===== config.mk =====
export PLATFORM = sky130hd
export DESIGN_NAME = simproc_dbg_ctrl
export DESIGN_NICKNAME = d
export VERILOG_FILES = /design/src/rtl/simproc_dbg_ctrl.sv
export SDC_FILE = /design/constraint.sdc
export NUM_CORES = 1
export LEC_CHECK = 0
export ABC_AREA = 1
export BUFFER_PORTS_ARGS = -buffer_cell sky130_fd_sc_hd__buf_2
export CAP_MARGIN = 20
export CORE_MARGIN = 3
export CORE_UTILIZATION = 45
export CTS_CLUSTER_DIAMETER = 60
export CTS_CLUSTER_SIZE = 30
export DETAILED_ROUTE_END_ITERATION = 16
export GPL_ROUTABILITY_DRIVEN = 0
export HOLD_SLACK_MARGIN = 0.1
export PLACE_DENSITY = 0.76
export SYNTH_ARGS = -nofsm -noshare
export SYNTH_HDL_FRONTEND = slang
export SYNTH_SLANG_ARGS = --single-unit

===== constraint.sdc =====
create_clock -name clk -period 1.35 [get_ports clk]
set_clock_uncertainty 0.05 [all_clocks]
set_input_delay 0 -clock clk [delete_from_list [all_inputs] [get_ports clk]]
set_output_delay 0 -clock clk [all_outputs]
set_load 0.005 [all_outputs]

===== src/rtl/simproc_dbg_ctrl.sv =====
// -----------------------------------------------------------------------------
// simproc_dbg_ctrl
//
// Host debug controller for a small 8-bit core. It takes command bytes from a
// host stream and returns response bytes on a second stream. It can read and
// write the core RAM while the core is halted, set the PC, run, stop, and
// single-step the core.
//
// Optional feature (macro SIMPROC_DBG_ICOUNT_EN): a 16-bit count of retired
// instructions (cycles with done=1). COUNT returns it low byte first. Without
// the macro the counter is left out and COUNT gets the unknown-opcode answer.
//
// Ports
//   clk, rst_n                        clock, asynchronous active-low reset
//   host_cmd_valid/ready/data[7:0]    host command byte stream (in)
//   host_rsp_valid/ready/data[7:0]    response byte stream (out)
//   cpu_mem_addr/din[7:0], cpu_mem_we core memory request
//   cpu_mem_dout[7:0]                 read data to the core (= ram_dout)
//   ram_addr/din[7:0], ram_we         arbitrated RAM port
//   ram_dout[7:0]                     RAM read data, combinational from ram_addr
//   pc_set_val[7:0], pc_set_wr, run   core debug controls
//   halt, done                        core status
// -----------------------------------------------------------------------------
module simproc_dbg_ctrl (
  input  logic       clk,
  input  logic       rst_n,
  input  logic       host_cmd_valid,
  output logic       host_cmd_ready,
  input  logic [7:0] host_cmd_data,
  output logic       host_rsp_valid,
  input  logic       host_rsp_ready,
  output logic [7:0] host_rsp_data,
  input  logic [7:0] cpu_mem_addr,
  input  logic [7:0] cpu_mem_din,
  input  logic       cpu_mem_we,
  output logic [7:0] cpu_mem_dout,
  output logic [7:0] ram_addr,
  output logic [7:0] ram_din,
  output logic       ram_we,
  input  logic [7:0] ram_dout,
  output logic [7:0] pc_set_val,
  output logic       pc_set_wr,
  output logic       run,
  input  logic       halt,
  input  logic       done
);

  localparam logic [7:0] OP_WRITE = 8'h01;
  localparam logic [7:0] OP_READ  = 8'h02;
  localparam logic [7:0] OP_SETPC = 8'h03;
  localparam logic [7:0] OP_RUN   = 8'h04;
  localparam logic [7:0] OP_STOP  = 8'h05;
  localparam logic [7:0] OP_STEP  = 8'h06;
`ifdef SIMPROC_DBG_ICOUNT_EN
  localparam logic [7:0] OP_COUNT = 8'h07;
`endif

  localparam logic [7:0] RSP_OK   = 8'hA5;
  localparam logic [7:0] RSP_BUSY = 8'hEB;
  localparam logic [7:0] RSP_BAD  = 8'hEE;

  typedef enum logic [2:0] {
    IDLE, ARG1, ARG2, EXEC, RSP, WAIT_HALT, WAIT_DONE
  } state_t;

  state_t     state, state_nxt;
  logic [7:0] opcode_q;
  logic [7:0] addr_q;     // first argument (address or PC value)
  logic [7:0] data_q;     // second argument (write data)
  logic [7:0] rsp_q;
  logic       run_q;
  logic [7:0] pc_val_q;
  logic       rsp_last;   // the byte on host_rsp_data is the final one

  logic cmd_fire, rsp_fire;
  logic needs_halt, reject, do_exec;
  logic ram_we_ctl, step_pulse, core_owns;

  // Number of argument bytes that follow an opcode.
  function automatic logic [1:0] arg_count(input logic [7:0] op);
    case (op)
      OP_WRITE:          arg_count = 2'd2;
      OP_READ, OP_SETPC: arg_count = 2'd1;
      default:           arg_count = 2'd0;
    endcase
  endfunction

  assign cmd_fire = host_cmd_valid && host_cmd_ready;
  assign rsp_fire = host_rsp_valid && host_rsp_ready;

  // Commands that touch RAM or the PC, or move the core, only run while the
  // core is parked; otherwise they are answered busy with no side effect.
  assign needs_halt = (opcode_q == OP_WRITE) || (opcode_q == OP_READ) ||
                      (opcode_q == OP_SETPC) || (opcode_q == OP_STEP);
  assign reject     = needs_halt && (run_q || !halt);
  assign do_exec    = (state == EXEC) && !reject;

  // ---------------------------------------------------------------------------
  // FSM: state register
  // ---------------------------------------------------------------------------
  // NOTE: all sequential state uses non-blocking assignments so every register
  // samples values from before the clock edge, independent of block order.
  always_ff @(posedge clk or negedge rst_n) begin
    if (!rst_n) state <= IDLE;
    else        state <= state_nxt;
  end

  // ---------------------------------------------------------------------------
  // FSM: next-state logic
  // ---------------------------------------------------------------------------
  // NOTE: state_nxt gets a default before the case so no path infers a latch.
  always_comb begin
    state_nxt = state;
    case (state)
      IDLE:
        if (cmd_fire) state_nxt = (arg_count(host_cmd_data) == 2'd0) ? EXEC : ARG1;
      ARG1:
        if (cmd_fire) state_nxt = (arg_count(opcode_q) == 2'd2) ? ARG2 : EXEC;
      ARG2:
        if (cmd_fire) state_nxt = EXEC;
      EXEC:
        if (reject)                   state_nxt = RSP;
        else if (opcode_q == OP_STOP) state_nxt = halt ? RSP : WAIT_HALT;
        else if (opcode_q == OP_STEP) state_nxt = WAIT_DONE;
        else                          state_nxt = RSP;
      RSP:
        if (rsp_fire && rsp_last) state_nxt = IDLE;
      WAIT_HALT:
        if (halt) state_nxt = RSP;
      WAIT_DONE:
        if (done) state_nxt = RSP;
      default: state_nxt = IDLE;
    endcase
  end

  // ---------------------------------------------------------------------------
  // FSM: outputs
  // ---------------------------------------------------------------------------
  always_comb begin
    host_cmd_ready = 1'b0;
    host_rsp_valid = 1'b0;
    ram_we_ctl     = 1'b0;
    pc_set_wr      = 1'b0;
    step_pulse     = 1'b0;
    case (state)
      IDLE, ARG1, ARG2: host_cmd_ready = 1'b1;
      RSP:              host_rsp_valid = 1'b1;
      EXEC: begin
        ram_we_ctl = do_exec && (opcode_q == OP_WRITE);
        pc_set_wr  = do_exec && (opcode_q == OP_SETPC);
        step_pulse = do_exec && (opcode_q == OP_STEP);
      end
      default: ;
    endcase
  end

  // A step raises run for the EXEC cycle only; run_q holds the RUN/STOP level.
  assign run       = run_q || step_pulse;
  assign core_owns = run || !halt;

  assign ram_addr      = core_owns ? cpu_mem_addr : addr_q;
  assign ram_din       = core_owns ? cpu_mem_din  : data_q;
  assign ram_we        = core_owns ? cpu_mem_we   : ram_we_ctl;
  assign cpu_mem_dout  = ram_dout;
  assign host_rsp_data = rsp_q;
  // The new PC value is already visible during the write pulse.
  assign pc_set_val    = pc_set_wr ? addr_q : pc_val_q;

`ifdef SIMPROC_DBG_ICOUNT_EN
  logic [15:0] cnt_q;
  logic [7:0]  rsp_hi_q;
  logic        rsp_more_q;

  always_ff @(posedge clk or negedge rst_n) begin
    if (!rst_n)    cnt_q <= 16'h0000;
    else if (done) cnt_q <= cnt_q + 16'h0001;
  end

  assign rsp_last = !rsp_more_q;
`else
  assign rsp_last = 1'b1;
`endif

  // ---------------------------------------------------------------------------
  // Datapath: argument capture, command side effects, response byte
  // ---------------------------------------------------------------------------
  // NOTE: the argument and response registers are reset as well, so nothing
  // from an aborted command can leak out after reset.
  always_ff @(posedge clk or negedge rst_n) begin
    if (!rst_n) begin
      opcode_q   <= 8'h00;
      addr_q     <= 8'h00;
      data_q     <= 8'h00;
      rsp_q      <= 8'h00;
      run_q      <= 1'b0;
      pc_val_q   <= 8'h00;
`ifdef SIMPROC_DBG_ICOUNT_EN
      rsp_hi_q   <= 8'h00;
      rsp_more_q <= 1'b0;
`endif
    end else begin
      if (cmd_fire) begin
        case (state)
          IDLE:    opcode_q <= host_cmd_data;
          ARG1:    addr_q   <= host_cmd_data;
          ARG2:    data_q   <= host_cmd_data;
          default: ;
        endcase
      end

      if (state == EXEC) begin
`ifdef SIMPROC_DBG_ICOUNT_EN
        rsp_more_q <= 1'b0;
`endif
        if (reject) begin
          rsp_q <= RSP_BUSY;
        end else begin
          case (opcode_q)
            OP_WRITE, OP_STEP: rsp_q <= RSP_OK;
            OP_READ:           rsp_q <= ram_dout;
            OP_SETPC: begin
              pc_val_q <= addr_q;
              rsp_q    <= RSP_OK;
            end
            OP_RUN: begin
              run_q <= 1'b1;
              rsp_q <= RSP_OK;
            end
            OP_STOP: begin
              run_q <= 1'b0;
              rsp_q <= RSP_OK;
            end
`ifdef SIMPROC_DBG_ICOUNT_EN
            // Both halves are captured in the same cycle so the pair is
            // consistent even if done keeps pulsing during the response.
            OP_COUNT: begin
              rsp_q      <= cnt_q[7:0];
              rsp_hi_q   <= cnt_q[15:8];
              rsp_more_q <= 1'b1;
            end
`endif
            default: rsp_q <= RSP_BAD;
          endcase
        end
      end

`ifdef SIMPROC_DBG_ICOUNT_EN
      if (state == RSP && rsp_fire && rsp_more_q) begin
        rsp_q      <= rsp_hi_q;
        rsp_more_q <= 1'b0;
      end
`endif
    end
  end

endmodule


==> impl_metrics.yaml <==
power:
  p_total_mw: 6.383
  p_seq_frac: 0.352
  p_per_area_nw_per_um2: 1720
  switchingPower_mw: 2.682
  power.leakage_nw: 1.993
  vdd_drop_max_uv: 881.9
  intPower_mw: 3.702
  swShare: 0.4201
  p_clk_frac: 0.140
  combPwrFrac: 0.509
layout:
  nets: 497
  ff_latch_area_um2: 1104
  final_core_util: 0.7559
  drive_gt1_frac: 0.4074
  n_fill_cell: 325
  antennaDiodeCount: 0
  multi_input_area_um2: 1281
  syn2layout_area_growth_pct: 55.99
floorplan:
  die_x_um: 78.72
  rows: 25
  io_pins: 84
  start_util: 0.4846
  die_h_um: 78.72
  coreArea_um2: 4911
  die-area_um2: 6197
critical_path:
  cp-end-kind: "output pin"
  critPathMaxStageDelay_ps: 400
  slowest_stage: "dfrtp_1"
  crit_fanout: 9
  criticalPathCategory: "flip-flop to output pin"
  crit_buf_inv: 4
  crit_family: "simple AND/OR/NAND/NOR gates"
  crit_arrival_ps: 1910
  cp-start-kind: "flip-flop"
  path_cells: "inv_1 > nor2_2 > nand2_2 > nor2_4 > buf_6 > nand4_4 > buf_12 > nand3_1 > nand2_1 > buf_2"
  critPathRequiredTime_ps: 1300
timing:
  final_hold_viol_count: 0
  period_minus_slack_ps: 1964
  fin_ws_ps: -614.4
  slew_violations: 0
  tightest_slew_ps: 432.1
  max_freq_mhz: 509.1
  whs_ps: 115.5
  fin_setup_tns_ps: -20150
  setup_viol: 46
  maxSlewHeadroom: 0.7120
  rsz0062_at_grt: "yes"
  finalCritPeriodShare: 1.455
min_path:
  hold_class: "input pin to asynchronous set/reset pin"
yosys:
  synthArstFlopShare: 1.000
  synth_fp_nets: 363
  synth_top_area_cell: "dfrtp_1"
  synth_area_um2: 2380
  synth_seq_area_share: 0.4627
  synth_edf_count: 0
  synth_area_leaders: "dfrtp_1 (46%), nand2_1 (19%), o21ai_0 (6.1%), nor2_1 (5.2%), inv_1 (4.6%)"
  synth_cell_types: 27
  ys.warnings.count: 0
  synth_cells: 324
  ys.flop_type: "dfrtp_1"
  synth_top_cell_area_share: 0.4627
  synth.avg_cell_area_um2: 7.345
  synth_seq_cells: 44
clock_tree:
  clkLatencyLatePin_ps: 300
  path_clk_slew_ps: 90
  cts_buffers: 5
  clock_sinks: 44
  cts_tree: "built"
  root_buffer: "clkbuf_8"
  cts_buffer_depth: 2
  htreeDepth: 2
route:
  drc: 0
  totalWireLength_um: 7717
  vias: 2654
  drtIter0Drc: 119
  first_pass_iters: 4
  ant_nets: 0
  drt-vias-per-instance: 5.046
  wl_per_cell_um: 14.67
global_route:
  antenna_found_initial: 0
  gr-total-overflow: 0
  grt_max_degree: 29
  grt_pass1_wl_um: 11540
  first_global_vias: 2522
  grt_usage: 0.2345
placed_design:
  dpl.hpwl_um: 4673
  portBuffers: 83
flow_run:
  cap_violations: 0
outcome:
  violations: "negative setup slack"
  status: "finished, violations left"
==> what timing repair did <==
| item | CTS | global route |
|---|---|---|
| setup endpoints to repair | 46 | 70 |
| pin swaps | 12 | 11 |
| setup buffers | 10 | 3 |
| endpoints found under the hold margin | 77 | 0 |
| hold buffers | 21 | 0 |
| resized for setup | 33 | 42 |
| gates cloned | 2 | 2 |
==> Yosys cell counts (3+ instances only) <==
master and number:
nand2_1 121, dfrtp_1 44, nor2_1 33, inv_1 29, o21ai_0 29, nand3_1 20
nand4_1 11, buf_4 9, clkbuf_1 4, nor2_2 3
==> routing by layer <==
layer,up-vias,share of wire,GRT usage
li1,1288,-,-
met1,1256,0.42,0.2749
met2,93,0.51,0.4287
met3,17,0.052,0.04762
met4,0,0.023,0.07168
met5,-,0,0
==> layout make-up <==
| class | instances | area share |
|---|---|---|
| clock buffers | 6 | 0.02224 |
| clock inverters | 2 | 0.004044 |
| inverters | 31 | 0.03134 |
| multi-input cells | 233 | 0.3451 |
| flip-flops and latches | 44 | 0.2973 |
| well taps | 67 | 0.02258 |
| repair buffers | 143 | 0.2774 |
==> kinds of logic after synthesis <==
family / synth area share
compound gates: 0.07887
buf+inv: 0.09673
flops: 0.4627
simple gates: 0.3617
==> through the flow <==
step                      setup WS, ps  cells  cell area, µm²
after global placement          -179.1    480            2993
final                           -614.4    526            3712
after global routing            -789.0    526            3712
after CTS                       -507.8    521            3503
after floorplan                 -104.9    324            2385
after detailed placement        -260.1    480            2993
==> state kept, by name, indices dropped and copies added (netlist names) <==
register and cells:
data_q 8, state 3, pc_val_q 8, opcode_q 8
addr_q 8, host_rsp_data 8, run_q 1
==> final timing paths <==
path                                          from  slack [ps]  depth (start not counted)                           end
min reg2reg                pc_val_q[4]$_DFFE_PN0P_         430                          2       pc_val_q[4]$_DFFE_PN0P_
max reg2reg                opcode_q[2]$_DFFE_PN0P_        -440                         12  host_rsp_data[0]$_DFFE_PN0P_
min                                          rst_n         120                          2  host_rsp_data[1]$_DFFE_PN0P_
max in group asynchronous                    rst_n         620                          3       opcode_q[0]$_DFFE_PN0P_
min in group clk                              halt         190                          6          state[0]$_DFFE_PN0P_
max                        opcode_q[2]$_DFFE_PN0P_        -610                         10                   ram_addr[7]
==> power by group through the flow <==
stage | combinational [mW] | clock [mW] | sequential [mW]
detailed placement | 2.51 | 0 | 2.21
global placement | 2.45 | 0 | 2.19
finish | 3.25 | 0.892 | 2.24
CTS | 2.91 | 0.890 | 2.19
floorplan | 1.50 | 0 | 2.14
global route | 3.61 | 0.954 | 2.31
==> cells in the final DEF (no fill, tap or decap), drive strengths merged <==
cell / Yosys / routed
nand2: 124 / 124
buf: 13 / 121
dfrtp: 44 / 44
nor2: 37 / 37
inv: 31 / 31
o21ai: 29 / 29
nand3: 21 / 22
dlygate4sd3: 0 / 21
nand4: 12 / 12
clkbuf: 4 / 7
clkinvlp: 0 / 2
nor3: 2 / 2
a31oi: 2 / 2
a22oi: 1 / 1
o21a: 1 / 1
nor3b: 1 / 1
o211ai: 1 / 1
o31ai: 1 / 1
No activity file was read; power rests on OpenSTA's default activity.
